$ cat config.mk
export PLATFORM = sky130hd
export DESIGN_NAME = vec_loader
export DESIGN_NICKNAME = d
export VERILOG_FILES = /design/src/rtl/matrix_pkg.sv /design/src/rtl/vec_loader.sv
export SDC_FILE = /design/constraint.sdc
export NUM_CORES = 1
export LEC_CHECK = 0
export ABC_AREA = 1
export CORE_MARGIN = 10
export CORE_UTILIZATION = 45
export CTS_CLUSTER_DIAMETER = 50
export CTS_CLUSTER_SIZE = 8
export DETAILED_ROUTE_END_ITERATION = 8
export GPL_TIMING_DRIVEN = 1
export PLACE_DENSITY = 0.76
export REMOVE_ABC_BUFFERS = 1
export SYNTH_ARGS = -nofsm -noshare
export SYNTH_HDL_FRONTEND = slang
export SYNTH_SLANG_ARGS = --single-unit
$ cat constraint.sdc
create_clock -name clk -period 1.4 [get_ports clk]
set_input_delay 0.28 -clock clk [delete_from_list [all_inputs] [get_ports clk]]
set_output_delay 0.28 -clock clk [all_outputs]
set_load 0.03 [all_outputs]
$ cat src/rtl/matrix_pkg.sv
// Shared definitions for the vector loader feeding the MAC array:
// loader FSM state encoding and the derivation of the hold latency.
package matrix_pkg;

    typedef enum logic {
        FILL = 1'b0,
        HOLD = 1'b1
    } loader_state_e;

    // Cycles the packed vectors stay frozen: one per MAC pass plus one to drain.
    function automatic int calc_lat(input int ndata, input int nmac);
        return ndata / nmac + 1;
    endfunction

endpackage

$ cat src/rtl/vec_loader.sv
// Vector loader: packs streamed element pairs into A/B vectors and holds them for the MAC array.
// Defining VEC_LOADER_ERR_EN adds a sticky `err` output flagging offers made while not ready.
module vec_loader
    import matrix_pkg::*;
#(
    parameter int Nbits = 4,
    parameter int Ndata = 4,
    parameter int Nmac  = 2
) (
    input  logic                   clk,
    input  logic                   reset,
    input  logic                   in_valid,
    output logic                   in_ready,
    input  logic [Nbits-1:0]       in_a,
    input  logic [Nbits-1:0]       in_b,
    input  logic                   in_clear,
    output logic [Ndata*Nbits-1:0] A,
    output logic [Ndata*Nbits-1:0] B,
    output logic                   mac_clr,
    output logic                   vec_valid
`ifdef VEC_LOADER_ERR_EN
    ,
    output logic                   err
`endif
);

    localparam int LAT   = calc_lat(Ndata, Nmac);
    localparam int IDX_W = (Ndata > 1) ? $clog2(Ndata) : 1;
    localparam int CNT_W = (LAT > 1) ? $clog2(LAT) : 1;
    localparam logic [IDX_W-1:0] IDX_LAST = IDX_W'(Ndata - 1);
    localparam logic [CNT_W-1:0] CNT_LAST = CNT_W'(LAT - 1);

    loader_state_e          state_q, state_d;
    logic [IDX_W-1:0]       idx_q, idx_d;
    logic [CNT_W-1:0]       hold_cnt_q, hold_cnt_d;
    logic [Ndata*Nbits-1:0] a_q, a_d;
    logic [Ndata*Nbits-1:0] b_q, b_d;
    logic [Ndata-1:0]       slot_we;
    logic                   accept;

    assign accept = in_valid && in_ready;

    genvar gi;
    generate
        for (gi = 0; gi < Ndata; gi++) begin : g_slot_we
            assign slot_we[gi] = accept && (idx_q == IDX_W'(gi));
        end
    endgenerate

    // NOTE: A/B are ordinary flops rather than a RAM, so they take the async reset with the rest of the state.
    always_ff @(posedge clk or posedge reset) begin
        if (reset) begin
            state_q    <= FILL;
            idx_q      <= '0;
            hold_cnt_q <= '0;
            a_q        <= '0;
            b_q        <= '0;
        end else begin
            // NOTE: non-blocking so every flop samples the pre-edge value of every other flop.
            state_q    <= state_d;
            idx_q      <= idx_d;
            hold_cnt_q <= hold_cnt_d;
            a_q        <= a_d;
            b_q        <= b_d;
        end
    end

    always_comb begin
        // NOTE: hold-current defaults cover every path, so no latch can be inferred.
        state_d    = state_q;
        idx_d      = idx_q;
        hold_cnt_d = hold_cnt_q;
        a_d        = a_q;
        b_d        = b_q;
        if (in_clear) begin
            state_d    = FILL;
            idx_d      = '0;
            hold_cnt_d = '0;
            a_d        = '0;
            b_d        = '0;
        end else begin
            case (state_q)
                FILL: begin
                    if (accept) begin
                        if (idx_q == IDX_LAST) begin
                            state_d    = HOLD;
                            idx_d      = '0;
                            hold_cnt_d = '0;
                        end else begin
                            idx_d = idx_q + 1'b1;
                        end
                    end
                end
                HOLD: begin
                    if (hold_cnt_q == CNT_LAST) begin
                        state_d    = FILL;
                        hold_cnt_d = '0;
                    end else begin
                        hold_cnt_d = hold_cnt_q + 1'b1;
                    end
                end
            endcase
            for (int i = 0; i < Ndata; i++) begin
                if (slot_we[i]) begin
                    a_d[i*Nbits +: Nbits] = in_a;
                    b_d[i*Nbits +: Nbits] = in_b;
                end
            end
        end
    end

    // A clear in flight masks the handshake and both downstream pulses.
    always_comb begin
        in_ready  = 1'b0;
        mac_clr   = 1'b0;
        vec_valid = 1'b0;
        if (!in_clear) begin
            in_ready  = (state_q == FILL);
            mac_clr   = (state_q == HOLD) && (hold_cnt_q == '0);
            vec_valid = (state_q == HOLD) && (hold_cnt_q == CNT_LAST);
        end
    end

    assign A = a_q;
    assign B = b_q;

`ifdef VEC_LOADER_ERR_EN
    logic err_q, err_d;

    always_comb begin
        err_d = err_q;
        if (in_clear) begin
            err_d = 1'b0;
        end else if (in_valid && !in_ready) begin
            err_d = 1'b1;
        end
    end

    always_ff @(posedge clk or posedge reset) begin
        if (reset) begin
            err_q <= 1'b0;
        end else begin
            err_q <= err_d;
        end
    end

    assign err = err_q;
`endif

endmodule

Word level (Yosys, flattened, before mapping)
Index checks and enable logic that the tools add are counted.
{ "totals": {"out_inout_bits": 35, "regBits": 37, "elab_cells": 64, "mem_bits_rw": 0, "in_bits": 12, "mem_count": 0, "rom_bits": 0, "latchBits": 0} }
{ "classes": {"n_eq_ne": 7, "div": 0, "add_sub_neg": 2, "n_shift": 0, "multipliers": 0, "n_reduce_logical": 16, "n_lt_le_gt_ge": 0, "mux": 27, "bitwise": 1} }
{ "ops": {"columns": ["op", "count"], "rows": [
  ["two-way mux 16 bit", 2],
  ["two-way mux 4 bit", 8],
  ["two-way mux 2 bit", 8],
  ["nonzero test 2 bit", 5],
  ["logical AND 1 bit", 7],
  ["two-way mux 1 bit", 7],
  ["equality test 2 bit, second input constant", 3],
  ["inequality test 3 bit, second input constant", 2],
  ["adder 2 x 1 -> 2 bit, second input constant", 2],
  ["logical NOT 2 bit", 2],
  ["case mux 2 bit (2 select lines)", 1],
  ["AND reduction 2 bit", 2],
  ["equality test 2 x 1 -> 1 bit, second input constant", 1],
  ["inequality test 2 bit, second input constant", 1],
  ["case mux 1 bit (2 select lines)", 1],
  ["NOT 1 bit", 1]
]} }

Logic depth before layout (Yosys ltp)
Gate-level depths: netlist of the first run.
{ "depth": {"word_depth": 6, "depth_mapped": 7, "depth_no_buf": 6} }

Worst setup path before layout of the first run
No wires, ideal clock.
{ "synth_path": {"path_kind": "register -> register", "startpoint": "register state_q", "endpoint": "register a_q[12], in the netlist A[12]", "arrival_ps": 1172, "synth_period_minus_slack_ps": 1290, "stages_incl_launch_ff": 6, "path_buffers": 1, "setup_time_ps": 119, "t_required_ps": 1281, "slack_ps": 110, "path_cell_list": "dfrtp_1 -> nor2_2 -> nand3_2 -> buf_6 -> nand3_1 -> nand2_1"} }
{ "synth_via": {"elab_chain_cells": 5} }
{ "synth_lines": {"columns": ["element", "line_no", "source"], "rows": [
  ["from (decl)", "vec_loader.sv:33", "loader_state_e state_q, state_d;"],
  ["from (signal assigned)", "vec_loader.sv:60", "state_q <= state_d;"],
  ["NOT 1 bit", null, null],
  ["two-way mux 1 bit", "vec_loader.sv:117", "if (!in_clear) begin"],
  ["named net in_ready", "vec_loader.sv:13", "output logic in_ready,"],
  ["logical AND 1 bit", "vec_loader.sv:41", "assign accept = in_valid && in_ready;"],
  ["logical AND 1 bit", "vec_loader.sv:46", "assign slot_we[gi] = accept && (idx_q == IDX_W'(gi));"],
  ["nonzero test 2 bit (no source line)", null, null],
  ["to (signal assigned)", "vec_loader.sv:56", "a_q <= '0;"],
  ["to (signal assigned)", "vec_loader.sv:63", "a_q <= a_d;"],
  ["to (decl)", "vec_loader.sv:36", "logic [Ndata*Nbits-1:0] a_q, a_d;"]
]} }
The timed path passes the listed nets, and every way through them passes these cells.
A chain may end at the register's enable or synchronous reset.

Worst setup path after layout of the first run
{ "layout_path": {"startpoint": "register hold_cnt_q[1]", "endpoint": "output port vec_valid"} }
{ "layout_via": {"elab_chain_cells": 3} }
{ "layout_lines": {"columns": ["element", "line_no", "source"], "rows": [
  ["from (decl)", "vec_loader.sv:35", "logic [CNT_W-1:0] hold_cnt_q, hold_cnt_d;"],
  ["from (signal assigned)", "vec_loader.sv:62", "hold_cnt_q <= hold_cnt_d;"],
  ["equality test 2 bit", "vec_loader.sv:120", "vec_valid = (state_q == HOLD) && (hold_cnt_q == CNT_LAST);"],
  ["logical AND 1 bit", "vec_loader.sv:120", null],
  ["two-way mux 1 bit", "vec_loader.sv:117", null],
  ["to (decl)", "vec_loader.sv:20", "output logic vec_valid"]
]} }
Every way passes these cells.

==> results of run 1 <==
==> path summary, 6_finish.rpt <==
check	startpoint	to	slack (ps)	cells after the start
setup / recovery	hold_cnt_q[1]	vec_valid	-50	4
min in group clk	A[10]	A[10]	470	2
hold / removal	reset	hold_cnt_q[1]	330	3
max in group asynchronous	reset	A[6]	880	3
setup reg to reg	state_q	A[11]	100	7
hold reg to reg	A[10]	A[10]	470	2
==> cells in the final DEF (no fill, tap or decap), types with 3 or more instances in the layout <==
master,netlist,final
buf_4,0,20
buf_6,1,3
clkbuf_8,0,5
clkdlybuf4s50_1,0,10
dfrtp_1,37,36
dlygate4sd2_1,0,33
ha_1,4,4
inv_1,14,12
inv_2,2,4
nand2_1,61,61
nand2_4,2,4
nand3_1,44,43
nor2_1,9,8
nor2_4,1,3
==> power by group through the flow <==
| stage | Sequential, mW | Combinational, mW | Clock, mW |
|---|---|---|---|
| after floorplan | 1.35 | 0.175 | 0 |
| after global placement | 1.21 | 0.601 | 0 |
| after detailed placement | 1.21 | 0.608 | 0 |
| after CTS | 1.19 | 0.560 | 0.731 |
| after global routing | 1.20 | 0.619 | 0.785 |
| final | 1.19 | 0.570 | 0.709 |
==> registers in the layout, indices dropped and copies added (netlist names) <==
register	cells
state_q	1
B	16
A	16
idx_q	2
hold_cnt_q	2
==> layout make-up <==
| type | instances | share of cell area |
|---|---|---|
| clock buffer | 6 | 0.02979 |
| clock inverter | 2 | 0.004109 |
| inverter | 16 | 0.02465 |
| multi-input combinational | 136 | 0.2928 |
| sequential | 37 | 0.3806 |
| tap | 48 | 0.02465 |
| timing repair buffer | 67 | 0.2435 |
==> logic make-up (layout without fill, tap and decap cells) <==
family                   Yosys count  in the layout
flip-flops                        37             37
AND/OR/NAND/NOR                  128            129
buffers and inverters             23             91
AO/OA/AOI/OAI                      3              3
adder cells (fa/ha/maj)            4              4
==> per-stage QoR <==
| step | area, sq um | setup WS, ps | setup TNS, ps | hold WS, ps |
|---|---|---|---|---|
| 2_1_floorplan | 1648 | 89.49 | 0 | 424.8 |
| 3_3_place_gp | 2286 | -204.4 | -6583 | 458.6 |
| 3_5_place_dp | 2286 | -218.0 | -6801 | 460.9 |
| 4_1_cts | 2351 | 0.6083 | 0 | 336.8 |
| 5_1_grt | 2436 | -89.33 | -212.3 | 348.2 |
| 6_report | 2436 | -48.77 | -56.54 | 331.3 |
==> per-layer routing <==
metal  GRT usage  vias to the layer above
met1      0.1668                      763
li1            -                      765
met2      0.2381                       41
met3     0.04084                        5
met5           0                        -
met4     0.08478                        0
==> worst max-delay path, stage by stage (launching register included) <==
cell and delay, ps:
dfrtp_1 420, buf_6 130, nand3_4 70, nor2_4 120, buf_6 140
==> timing repair <==
item	4_1_cts	5_1_grt
cloned	0	1
pin swaps	0	4
endpoints found under the hold margin	0	0
gates resized for setup	35	13
setup endpoints to repair	35	20
setup buffers	2	4
==> flow_summary.yaml, run 1 <==
status:
  status: "complete, but fails checks"
  failed_checks: "negative setup slack"
yosys:
  synthTopCellsByCount: "nand2_1 (61), nand3_1 (44), dfrtp_1 (37)"
  synth_top_area_cell: "dfrtp_1"
  synth-edff-count: 0
  synthDominantCellAreaShare: 0.5486
  synth_ff_type: "dfrtp_1"
  synthSimpleGateAreaFrac: 0.3536
  synth_seq_area_share: 0.5486
  synth_cells: 195
  yosys.cell_types.count: 21
  synth_adder_area_share: 0.02965
  synth-async-reset-ratio: 1.000
  synthMuxAreaShare: 0
  synth.avg_cell_area_sq_um: 8.656
  netlist_area_sq_um: 1688
  synth_top_family_by_area: "simple AND/OR/NAND/NOR gates"
  yosysMostFrequentCell: "nand2_1"
  yosysWarnings: 0
  ys_ff_latch: 37
  synth_compound_area_frac: 0.008895
  synth_xor_area_frac: 0
  synth_area_leaders: "dfrtp_1 (55%), nand2_1 (14%), nand3_1 (13%)"
pwr:
  finalPower_mw: 2.470
  intPower_mw: 1.689
  pwr-share-clk: 0.287
  swShare: 0.3163
  power_density_nw_per_um2: 1014
  p_seq_frac: 0.482
  ir_drop_uv: 692.3
  leakagePower_nw: 1.399
  power.switching_mw: 0.7813
  pwr-share-comb: 0.231
place:
  numPortBuffers: 46
  hpwl_mm: 3.309
  gp_congestion: 0.8212
  dp_cells: 297
sta:
  clock.fmax_mhz: 690.2
  worstMarginPinSlew_ps: 366.3
  fin_ws_ps: -48.77
  max-slew-margin-rel: 0.7550
  min_period_ps: 1449
  fin_crit_sh: 1.035
  finalMaxSlewViolations: 0
  fin_skew_ps: 3.497
  rsz0062_at_grt: "true"
  setup_viol_count_final: 2
  hold_viol_final: 0
detailed_routing:
  met1_length_mm: 2.032
  drt_iter0_markers: 95
  wl_mm: 4.716
  highest_layer: "met4"
  num_vias: 1574
  vias_per_cell: 5.045
  drt_pass1_iterations: 5
  ant_nets: 0
  wl_met2_mm: 2.370
  route.met3.wl_um: 228
  drc: 0
  wire_per_inst_um: 15.12
layout:
  final_layout_size_suffix_gt1_frac: 0.1932
  fill_cells: 318
  num_antenna_cells: 0
  post-route-util: 0.6705
  seqCellArea_sq_um: 927.1
  synthToLayoutAreaGrowth_pct: 44.33
  fin_cells: 312
  nNetsFinal: 279
  multiInputGateArea_sq_um: 713.2
worst_setup_path:
  arrival_ps: 1170
  critPathMaxFanout: 3
  critPathKind: "flip-flop to output pin"
  cp-end-kind: "output pin"
  required_ps: 1120
  critPathLaunchType: "flip-flop"
min_path:
  hp-class: "input port to async pin"
clock_network:
  cts_tree: "done"
  hold_buffers: 0
  insertion_delay_ps: 290
  numCtsBuffers: 5
  clk_pin_slew_worst_paths_ps: 70
  root_buffer: "clkbuf_8"
  cts.path.max_buffers: 2
  cts_max_level: 2
  clkSinkCount: 37
global_routing:
  grt_max_degree: 38
  grt_first_pass_wirelength_mm: 7.314
  antenna_found_initial: 0
  grt_pass1_vias: 1571
  grt_use_total: 0.1454
  gr-total-overflow: 0
floorplanning:
  core_sq_um: 3633
  die_w_um: 81.25
  dieArea_sq_um: 6601
  initial_core_util: 0.4645
  std_cell_rows: 22
  pin_count: 47
  die_h_um: 81.25
flow_run:
  maxCapViolations: 0
(Power assumes the default switching activity.)
==> inputs of run 2 (changes only) <==
CORE_MARGIN = 4   (was 10)
CTS_CLUSTER_SIZE = 25   (was 8)
==> run 2 against run 1 <==
  * The run now ends clean
  * Global-route usage is 4.2 points higher
  * Highest routed layer unchanged
  * Clock power is 32% higher
  * Flip-flop and latch count stayed put
  * Setup slack better by 74 ps
  * Hold slack better by 16 ps
  * Clock skew is 4.9 ps higher
  * Critical path depth is 2 lower
  * Critical endpoint is now in_ready
==> flow_summary.yaml, run 2 (same netlist as run 1, synthesis figures left out) <==
detailed_routing:
  wire_per_inst_um: 13.69
  vias_per_cell: 4.984
  drc: 0
  drt_pass1_iterations: 4
  drt_iter0_markers: 107
  num_vias: 1555
  wl_mm: 4.272
  ant_nets: 0
layout:
  post-route-util: 0.7085
  fin_cells: 312
  mostFrequentLayoutCells: "nand2_1 (61), nand3_1 (43), dfrtp_1 (36), dlygate4sd2_1 (32), buf_4 (24)"
  final_layout_size_suffix_gt1_frac: 0.1955
  num_antenna_cells: 0
  synthToLayoutAreaGrowth_pct: 45.59
  final_common_cell: "nand2_1"
  nNetsFinal: 281
  final_area_sq_um: 2457
clock_network:
  hold_buffers: 0
  numCtsBuffers: 5
  cts_max_level: 2
  cts_tree: "done"
  insertion_delay_ps: 290
  root_buffer: "clkbuf_8"
  cts.path.max_buffers: 2
  clk_pin_slew_worst_paths_ps: 70
  clkSinkCount: 37
floorplanning:
  pin_count: 47
  die_h_um: 69.25
  dieArea_sq_um: 4795
  std_cell_rows: 21
  initial_core_util: 0.4867
  core_sq_um: 3468
  die_w_um: 69.25
global_routing:
  grt_first_pass_wirelength_mm: 7.286
  grt_max_degree: 38
  gr-total-overflow: 0
  antenna_found_initial: 0
  grt_use_total: 0.1877
  grt_pass1_vias: 1580
min_path:
  hp-class: "input port to async pin"
place:
  numPortBuffers: 46
  hpwl_mm: 3.160
  placed_area_sq_um: 2333
  dp_slack_ps: -198.6
  dp_cells: 300
  gp_congestion: 0.7998
worst_setup_path:
  reg2regPathDepth: 7
  critPathKind: "flip-flop to output pin"
  r2r_setup_slack_ps: 120
  cp-end-kind: "output pin"
  crit_end: "in_ready"
  critPathLaunchType: "flip-flop"
  critPathMaxFanout: 5
  required_ps: 1120
  arrival_ps: 1100
  r2r-end: "A[9]"
  worstReg2RegStart: "state_q"
  critPathLaunch: "state_q"
sta:
  worstMarginPinSlew_ps: 331.8
  max-slew-margin-rel: 0.7797
  fin_ws_ps: 24.97
  rsz0062_at_grt: "true"
  totalNegativeSetupSlack_ps: 0
  setup_viol_count_final: 0
  finalMaxSlewViolations: 0
  clock.fmax_mhz: 727.3
  fin_skew_ps: 8.434
  fin_crit_sh: 0.9822
  holdWs_ps: 347.0
  min_period_ps: 1375
  hold_viol_final: 0
pwr:
  leakagePower_nw: 1.421
  ir_drop_uv: 759.4
  finalPower_mw: 2.704
  power_density_nw_per_um2: 1101
status:
  status: "complete, no violations"
flow_run:
  maxCapViolations: 0
==> run 2: cell types whose count changed in the layout (fill, tap and decap cells not counted), moves of 2 or more <==
cell | previous run | this run
clkinv_2 | 2 | 0
nand2_2 | 1 | 3
buf_6 | 3 | 1
nand3_2 | 2 | 4
buf_4 | 20 | 24
nand3_4 | 2 | 0
nand2_4 | 4 | 2
==> run 2: critical path: stages, from the launching register on <==
cell and delay, ps:
dfrtp_2 450, nor2_4 180, buf_4 190
==> run 2: worst min-delay path by stage <==
stage                           to     start
after global routing          B[7]     reset
after global placement        B[8]      B[8]
after detailed placement     B[10]     B[10]
final                         B[5]     reset
after CTS                     B[2]     reset
after floorplan           idx_q[0]  in_valid
==> run 2: layout make-up <==
cell class	count	area, sq um
multi-input combinational	135	674.4
timing repair buffer	70	621.8
sequential	37	927.1
inverter	16	60.06
clock inverter	1	30.03
clock buffer	7	86.33
tap	46	57.56
fill	293	1011
==> run 2: report_power, final <==
| group | switching, mW | leakage (nW) | internal [mW] | total [mW] |
|---|---|---|---|---|
| sequential | 0.0416 | 0.491 | 1.15 | 1.19 |
| clock | 0.358 | 0.0585 | 0.580 | 0.938 |
| combinational | 0.368 | 0.872 | 0.211 | 0.578 |
==> run 2: layer usage <==
| layer | part of all wire | vias to the layer above | track usage |
|---|---|---|---|
| li1 | - | 767 | - |
| met1 | 0.45 | 740 | 0.2390 |
| met3 | 0.052 | 6 | 0.06087 |
| met5 | 0 | - | 0 |
| met2 | 0.49 | 42 | 0.3093 |
| met4 | 0.0082 | 0 | 0.04555 |
==> run 2: what timing repair did <==
item,in CTS,in global routing
setup buffers,0,4
pin swaps,0,2
setup endpoints to repair,35,10
gates resized for setup,35,6
==> inputs of run 3 (changes only) <==
CAP_MARGIN = 20   (was unset)
CELL_PAD_IN_SITES_DETAIL_PLACEMENT = 0   (was unset)
CELL_PAD_IN_SITES_GLOBAL_PLACEMENT = 2   (was unset)
CORE_UTILIZATION = 27   (was 45)
PLACE_DENSITY = unset   (was 0.76)
PLACE_DENSITY_LB_ADDON = 0.1   (was unset)
==> run 3 against run 2 <==
  * Design area is 1.8% higher
  * Critical endpoint is now mac_clr
  * Fmax is 0.77% lower
  * Largest cell class unchanged
  * Highest routed layer unchanged
  * Clock skew is 2.5 ps higher
  * Via count is 0.64% lower
  * Die area is 58% higher
  * Core utilization is 29 points lower
==> flow_summary.yaml, run 3 (same netlist as run 1, synthesis figures left out) <==
detailed_routing:
  ant_nets: 0
  num_vias: 1545
  wl_mm: 4.772
  vias_per_cell: 4.440
  drc: 0
  drt_pass1_iterations: 4
  wire_per_inst_um: 13.71
  drt_iter0_markers: 59
worst_setup_path:
  critPathMaxFanout: 3
  cp-end-kind: "output pin"
  cp_slowest_cell: "dfrtp_1"
  arrival_ps: 1110
  crit_chain: "inv_1 -> nand4_1 -> inv_1 -> buf_6"
  critPathKind: "flip-flop to output pin"
  cp_common_cell: "inv_1"
  critPathMaxStageDelay_ps: 410
  critPathLaunchType: "flip-flop"
  required_ps: 1120
layout:
  synthToLayoutAreaGrowth_pct: 48.18
  mostFrequentLayoutCells: "nand2_1 (61), nand3_1 (43), dfrtp_1 (37), dlygate4sd2_1 (32), buf_4 (31)"
  fill_cells: 627
  nNetsFinal: 288
  post-route-util: 0.4175
  final_common_cell: "nand2_1"
  num_antenna_cells: 0
  final_layout_size_suffix_gt1_frac: 0.1978
clock_network:
  insertion_delay_ps: 290
  cts_tree: "done"
  hold_buffers: 0
  cts_max_level: 2
  root_buffer: "clkbuf_8"
  clk_pin_slew_worst_paths_ps: 80
  clkSinkCount: 37
  numCtsBuffers: 5
  cts.path.max_buffers: 2
min_path:
  hp-class: "input port to async pin"
global_routing:
  grt_pass1_vias: 1537
  grt_use_total: 0.1352
  antenna_found_initial: 0
  grt_max_degree: 38
  gr-total-overflow: 0
  grt_first_pass_wirelength_mm: 7.734
place:
  gp_congestion: 0.7549
  dp_slack_ps: -232.4
  hpwl_mm: 3.456
  numPortBuffers: 46
floorplanning:
  dieArea_sq_um: 7580
  die_w_um: 87.07
  pin_count: 47
  initial_core_util: 0.2817
  core_sq_um: 5991
  std_cell_rows: 28
  die_h_um: 87.07
sta:
  fin_skew_ps: 10.95
  min_period_ps: 1386
  finalMaxSlewViolations: 0
  fin_crit_sh: 0.9898
  hold_viol_final: 0
  setup_viol_count_final: 0
  clock.fmax_mhz: 721.7
  rsz0062_at_grt: "true"
  holdWs_ps: 336.6
  max-slew-margin-rel: 0.7918
  worstMarginPinSlew_ps: 312.2
  fin_ws_ps: 14.30
flow_run:
  maxCapViolations: 0
pwr:
  ir_drop_uv: 453.6
  power_density_nw_per_um2: 1003
  leakagePower_nw: 1.436
status:
  status: "complete, no violations"
==> run 3: path summary, 6_finish.rpt <==
kind,from,to,slack (ps),depth (start not counted)
min in group clk,A[10],A[10],470,2
max in group asynchronous,reset,A[0],860,3
min,reset,B[12],340,3
max,hold_cnt_q[1],mac_clr,10,4
max reg2reg,idx_q[0],hold_cnt_q[1],70,5
min reg2reg,A[10],A[10],470,2
==> run 3: layer usage <==
metal / vias up / track usage / share of wire
met3: 7 / 0.03879 / 0.061
met5: - / 0 / 0
met2: 39 / 0.1994 / 0.44
met4: 0 / 0.05241 / 0.016
li1: 779 / - / -
met1: 720 / 0.1862 / 0.48
==> run 3: area by class of cell <==
type,count,area (sq um),area share
Sequential cell,37,925.9,0.3702
Timing Repair Buffer,77,674.4,0.2696
Multi-Input combinational cell,135,666.9,0.2666
Tap cell,75,93.84,0.03752
Clock buffer,8,80.08,0.03202
Inverter,16,60.06,0.02401
==> run 3: power breakdown <==
group          total (mW)  internal (mW)  switching [mW]
Sequential           1.19           1.15          0.0415
Combinational       0.598          0.225           0.372
Clock               0.723          0.354           0.369
==> run 3: critical path, delay by kind of cell (launching register included) <==
family / cells / cell delay [ps]
simple gates: 1 / 110
flops: 1 / 410
buf+inv: 3 / 300
==> run 3: stage by stage <==
step	total power [mW]	TNS [ps]	cells	cell area, sq um
3_3_place_gp	1.869	-7140	338	2437
3_5_place_dp	1.870	-7466	338	2437
2_1_floorplan	1.530	0	188	1648
6_report	2.508	0	348	2501
4_1_cts	2.543	0	348	2491
5_1_grt	2.653	-287.1	348	2501
==> run 3: timing repair <==
action / 4_1_cts / 5_1_grt
gates cloned: 0 / 0
setup endpoints to repair: 35 / 18
buffers inserted: 2 / 0
pin swaps: 0 / 1
resized for setup: 33 / 5
